### config.mk
export PLATFORM = sky130hd
export DESIGN_NAME = axis_misc_uart_decoder
export DESIGN_NICKNAME = d
export VERILOG_FILES = /design/src/rtl/axis_misc_uart_decoder.sv
export SDC_FILE = /design/constraint.sdc
export NUM_CORES = 1
export LEC_CHECK = 0
export CORE_ASPECT_RATIO = 1.2
export CORE_UTILIZATION = 35
export CTS_BUF_LIST = sky130_fd_sc_hd__clkbuf_8 sky130_fd_sc_hd__clkbuf_16
export DETAILED_ROUTE_END_ITERATION = 8
export HOLD_SLACK_MARGIN = 0.12
export PLACE_DENSITY_LB_ADDON = 0.08
export SLEW_MARGIN = 20
export SYNTH_ARGS = -nofsm -noshare
export SYNTH_HDL_FRONTEND = slang
export SYNTH_SLANG_ARGS = --single-unit
### constraint.sdc
create_clock -name aclk -period 2.3 [get_ports aclk]
set_input_delay 0.575 -clock aclk [delete_from_list [all_inputs] [get_ports aclk]]
set_output_delay 0.575 -clock aclk [all_outputs]
set_load 0.03 [all_outputs]
### src/rtl/axis_misc_uart_decoder.sv
// Serial pulse-number telemetry decoder: 10-bit characters (start, data LSB-first,
// flag, stop) assembled into NUM_BYTES-character frames and emitted as one AXI4-Stream word.
module axis_misc_uart_decoder #(
  parameter int BIT_PERIOD         = 63,
  parameter int NUM_BYTES          = 5,
  parameter int DATA_BITS          = 7,
  parameter int VALUE_SHIFT        = 4,
  parameter int M_AXIS_TDATA_WIDTH = 40
) (
  input  logic                          aclk,
  input  logic                          aresetn,
  input  logic                          rx_ce,
  input  logic                          rx_data,
  input  logic                          m_axis_tready,
  output logic [M_AXIS_TDATA_WIDTH-1:0] m_axis_tdata,
  output logic                          m_axis_tvalid,
  output logic                          frame_error,
  output logic                          overrun
);

  // Handshake: a word transfers on any aclk edge where m_axis_tvalid && m_axis_tready;
  // m_axis_tdata is held while tvalid=1 and tready=0, except that a newly completed
  // frame overwrites it (flagged by overrun).

  localparam int HALF   = BIT_PERIOD / 2;
  localparam int CNT_W  = $clog2(BIT_PERIOD);
  localparam int BIT_W  = (DATA_BITS > 1) ? $clog2(DATA_BITS) : 1;
  localparam int BYTE_W = $clog2(NUM_BYTES + 1);
  localparam int WORD_W = NUM_BYTES * DATA_BITS;

  localparam logic [CNT_W-1:0]  HALF_LAST    = CNT_W'(HALF - 1);
  localparam logic [CNT_W-1:0]  BIT_LAST     = CNT_W'(BIT_PERIOD - 1);
  localparam logic [BIT_W-1:0]  BIT_IDX_LAST = BIT_W'(DATA_BITS - 1);
  localparam logic [BYTE_W-1:0] BYTE_FULL    = BYTE_W'(NUM_BYTES);

  typedef enum logic [2:0] {
    S_IDLE  = 3'd0,
    S_START = 3'd1,
    S_DATA  = 3'd2,
    S_FLAG  = 3'd3,
    S_STOP  = 3'd4
  } state_t;

  state_t               state;
  state_t               state_next;
  logic                 rx_prev;
  logic [CNT_W-1:0]     cnt;
  logic [BIT_W-1:0]     bit_idx;
  logic [BYTE_W-1:0]    byte_idx;
  logic [DATA_BITS-1:0] shreg;
  logic                 flag_bit;
  logic [WORD_W-1:0]    word;

  logic                 start_edge;
  logic                 sample_tick;
  logic                 stop_tick;
  logic                 char_ok;
  logic                 frame_done;
  logic [BYTE_W-1:0]    store_idx;
  logic [BYTE_W-1:0]    next_idx;
  logic [WORD_W-1:0]    word_next;

  always_ff @(posedge aclk) begin
    if (!aresetn) begin
      state <= S_IDLE;
    end else if (rx_ce) begin
      state <= state_next;
    end
  end

  always_comb begin
    state_next = state;
    case (state)
      S_IDLE:  if (start_edge) state_next = S_START;
      S_START: if (sample_tick) state_next = rx_data ? S_IDLE : S_DATA;
      S_DATA:  if (sample_tick && bit_idx == BIT_IDX_LAST) state_next = S_FLAG;
      S_FLAG:  if (sample_tick) state_next = S_STOP;
      S_STOP:  if (sample_tick) state_next = S_IDLE;
      default: state_next = S_IDLE;
    endcase
  end

  always_comb begin
    start_edge  = 1'b0;
    sample_tick = 1'b0;
    case (state)
      S_IDLE:  start_edge  = rx_ce && rx_prev && !rx_data;
      S_START: sample_tick = rx_ce && (cnt == HALF_LAST);
      default: sample_tick = rx_ce && (cnt == BIT_LAST);
    endcase
    stop_tick = sample_tick && (state == S_STOP);

    // A flag character always restarts the frame at byte 0; flag=0 is only kept mid-frame.
    store_idx  = flag_bit ? '0 : byte_idx;
    char_ok    = stop_tick && rx_data && (flag_bit || byte_idx != '0);
    next_idx   = store_idx + BYTE_W'(1);
    frame_done = char_ok && (next_idx == BYTE_FULL);
    word_next  = word;
    for (int b = 0; b < NUM_BYTES; b++) begin
      if (char_ok && store_idx == BYTE_W'(b)) begin
        word_next[b*DATA_BITS +: DATA_BITS] = shreg;
      end
    end
  end

  always_ff @(posedge aclk) begin
    if (!aresetn) begin
      rx_prev  <= 1'b1;
      cnt      <= '0;
      bit_idx  <= '0;
      byte_idx <= '0;
      shreg    <= '0;
      flag_bit <= 1'b0;
      word     <= '0;
    end else if (rx_ce) begin
      rx_prev <= rx_data;
      if (state == S_IDLE || sample_tick) begin
        cnt <= '0;
      end else begin
        cnt <= cnt + CNT_W'(1);
      end
      if (state == S_START) begin
        bit_idx <= '0;
      end
      if (sample_tick && state == S_DATA) begin
        for (int i = 0; i < DATA_BITS; i++) begin
          if (bit_idx == BIT_W'(i)) shreg[i] <= rx_data;
        end
        bit_idx <= bit_idx + BIT_W'(1);
      end
      if (sample_tick && state == S_FLAG) begin
        flag_bit <= rx_data;
      end
      if (stop_tick) begin
        word <= word_next;
        if (!rx_data) begin
          byte_idx <= '0;
        end else if (char_ok) begin
          byte_idx <= frame_done ? '0 : next_idx;
        end
      end
    end
  end

  always_ff @(posedge aclk) begin
    if (!aresetn) begin
      m_axis_tdata  <= '0;
      m_axis_tvalid <= 1'b0;
      frame_error   <= 1'b0;
      overrun       <= 1'b0;
    end else begin
      frame_error <= stop_tick && !rx_data;
      overrun     <= frame_done && m_axis_tvalid && !m_axis_tready;
      if (frame_done) begin
        m_axis_tdata  <= M_AXIS_TDATA_WIDTH'(word_next) << VALUE_SHIFT;
        m_axis_tvalid <= 1'b1;
      end else if (m_axis_tvalid && m_axis_tready) begin
        m_axis_tvalid <= 1'b0;
      end
    end
  end

endmodule

==> metrics, run 1 <==
cell family with most CP delay=simple AND/OR/NAND/NOR gates; Setup Crit Path Kind=input port to register; arrival time worst endpoint=between 2 and 2.5 ns; largest net degree at the start of global routing=55; flop-to-flop setup slack=around 0.19 ns; Leakage=2.02 nW; RR Endpoint=m_axis_tdata[33]; Final Critical Period=2.20 ns; Pwr per Cell Area=687 nW/um^2; gp weighted congestion=0.840; Worst Max-Slew Pin Slew=slightly above 0.5 ns; die area=approximately 12,000 um^2; CTS Hold Bufs=0; DR iter-0 viols=112; reg-to-reg startpoint=flag_bit; Hold Crit Class=register to register; critical path fanouts, max=15; Worst path slowest cell=clkdlybuf4s50_1; Synth area leader=dfxtp_1; post-synth top area share=47.2%; Post-route DRC=0; total of max-cap violations=0; Clk pin slew, worst setup/hold paths=0.06 ns; Synth Instances=448; fmax=roughly 0.45 GHz; Max H-tree Level=3; initial core utilization=35.8%; cell-internal power=0.00291 W; Reg power frac=between 40% and 50%; Comb pwr share=under 10%; cells along the critical path=clkdlybuf4s50_1, nor4bb_1, nand4_1, nor2_2, buf_4, nand4_1, a21boi_0; Fill cells=1,179; Post-Route WL=between 10,000 and 15,000 um; GRT Util Overall=17.1%; num rows=43; final worst-path cycle share=95.8%; die width=101 um; Clk Latency, worst-skew pair=0.34 ns; clock network fraction of design power=49.4%; Sw Ratio=20.0%; drt wl/cell=between 10 and 15 um; fraction of layout cells with a size suffix above 1=11.9%; count of final setup violators=0; synth unique cells=43; Inserted Clock Buffers=9; HPWL Detailed=about 6700 um; Area contributors post-synth=dfxtp_1 (47%), nand2_1 (5.4%), nand4_1 (5.0%), mux2i_1 (4.6%), a31oi_1 (4.4%); initial antenna violation count=0; area of the multi-input gates=2010 um^2; root buf cell=clkbuf_16; R2R depth=10; Netlist Area Pre-Place=roughly 4100 um^2; Buf/Inv on CP=2; Pwr Total=0.00363 W; first-pass GRT wire length=about 16,000 um; hold depth=2; worst path required time=2.56 ns; remaining global-route overflow=0; most frequent cells in the layout=dfxtp_1 (96), nand2_1 (59), clkdlybuf4s50_1 (41); Clock Path Buffers=2; CP max stage delay=0.47 ns; Slew Viols, Final=0; max_slew headroom=66.5%; Via density=5.14; area added between synthesis and finish=28.4%; placed cell count=650; CTS tree=built; worst hold endpoint=word[14]; vias in the first global route=3,187; Critical Path Most Common Cell=nand4_1; Via Count=3,438; status=completed; clk_skew=roughly 0.0077 ns; Ant. Diodes=0; Final #Nets=524; crit start category=input port; Hold Vio Cnt, Final=0; switching power=0.000725 W; maximum VDD drop=0.397 mV; Core Box Area=11,500 um^2; hold path startpoint=word[14]; Synth Warn #=0; sequential fraction of the synthesis area=a little under half; critical path endpoint category=register; Post-Layout Cell Count=around 670; Syn Area/Cell=9.19 um^2; Final ANT Viol Nets=0; DR pass1 iterations=4; most common cell after layout, fill and taps aside=dfxtp_1; io pins=48; Clock Sinks=97; sequential standard cell area=1940 um^2; Die H=121 um; PortBufs=42; flops & latches, synth=slightly below 100
what timing repair did:
| item | in CTS | in global routing |
|---|---|---|
| endpoints found under the setup margin | 0 | 50 |
| endpoints found under the hold margin | 0 | 0 |
| buffers inserted | 0 | 2 |
| gates resized for setup | 0 | 5 |
power groups by stage:
stage | registers [W] | clock network, W | logic, W
3_5_place_dp | 0.00173 | 0 | 0.000146
4_1_cts | 0.00169 | 0.00184 | 0.000147
3_3_place_gp | 0.00173 | 0 | 0.000146
6_report | 0.00169 | 0.00179 | 0.000146
2_1_floorplan | 0.00173 | 0 | 0.000103
5_1_grt | 0.00169 | 0.00192 | 0.000159
worst max path at each step:
stage	slack (ns)	to	depth (start not counted)	startpoint
2_1_floorplan	0.002	m_axis_tdata[12]	8	byte_idx[2]
3_3_place_gp	-0.22	m_axis_tdata[22]	7	rx_data
5_1_grt	-0.0001	word[28]	7	rx_data
3_5_place_dp	-0.26	m_axis_tdata[32]	7	rx_data
6_report	0.1	word[28]	7	rx_data
4_1_cts	0.07	word[28]	7	rx_data
layout make-up:
cell class | count | area share (%)
clock buffer | 9 | 4.26
clock inverter | 7 | 2.56
inverter | 11 | 0.781
multi-input combinational | 309 | 38.0
sequential | 97 | 36.7
tap | 157 | 3.71
timing repair buffer | 79 | 13.9
per-layer routing:
layer	wire length, um	global-route usage (%)
met5	0	0
met4	197	7.43
met3	281	3.01
met1	4800	23.2
met2	4740	26.5
through the flow:
stage	utilization (%)	cell area [um^2]	setup TNS [ns]	worst slack (ns)	hold WS, ns
detailed placement	42.3	4870	-15.78	-0.262	0.455
finish	45.9	5290	0	0.0970	0.461
global placement	42.3	4870	-12.28	-0.216	0.446
CTS	45.4	5230	0	0.0736	0.464
global route	45.9	5290	-0.000109	-0.000109	0.482
floorplan	-	4130	0	0.00159	0.434
worst reg2reg max path, cell delays in order (launching register included):
cell and delay [ns]:
dfxtp_2 0.37, nand2b_4 0.15, inv_1 0.05, ha_1 0.19, ha_1 0.30, nand2b_4 0.17, nor3_4 0.18, buf_4 0.15
buf_4 0.19, o21ai_0 0.12, a31oi_1 0.17
state kept, by name, indices dropped and copies added, names as in the netlist, 3 cells and up:
signal / flops
m_axis_tdata: 35
word: 35
shreg: 7
cnt: 6
bit_idx: 3
byte_idx: 3
state: 3
cells by family (layout without fill, tap and decap cells):
family / count (synthesis) / in the layout / share of synthesized area [%]
buffers and inverters: 46 / 106 / 4.92
multiplexers: 19 / 19 / 4.62
AO/OA/AOI/OAI: 114 / 114 / 18.0
adder cells (fa/ha/maj): 12 / 12 / 3.65
flip-flops: 97 / 97 / 47.2
AND/OR/NAND/NOR: 151 / 151 / 19.4
XOR/XNOR: 8 / 8 / 2.16
other: 1 / 5 / 0.0911
cell usage after synthesis, drive strengths merged:
cell,count
o21a,2
a31oi,29
ha,12
inv,10
or3,1
xor2,4
a21oi,2
nor4bb,1
o211a,7
nor3,2
dfxtp,97
nor4,2
nand4,34
o311ai,1
and4,2
nor3b,2
buf,16
and2,2
or4,2
nand3,15
nand2b,3
mux2i,19
xnor2,4
o21ai,37
nor2,13
o211ai,2
nor2b,10
conb,1
clkinv,1
a21boi,33
nand2,59
nand3b,2
a211oi,1
clkbuf,19
nor4b,1
(Power assumes the default switching activity.)
==> inputs of run 2 (changes only) <==
--- a/config.mk
+++ b/config.mk
@@ -8,6 +8,7 @@
 export CORE_ASPECT_RATIO = 1.2
 export CORE_UTILIZATION = 35
 export CTS_BUF_LIST = sky130_fd_sc_hd__clkbuf_8 sky130_fd_sc_hd__clkbuf_16
+export CTS_CLUSTER_SIZE = 16
 export DETAILED_ROUTE_END_ITERATION = 8
 export HOLD_SLACK_MARGIN = 0.12
 export PLACE_DENSITY_LB_ADDON = 0.08
==> results of run 2 <==
Final layout, timing and power as in run 1 (identical DEF).
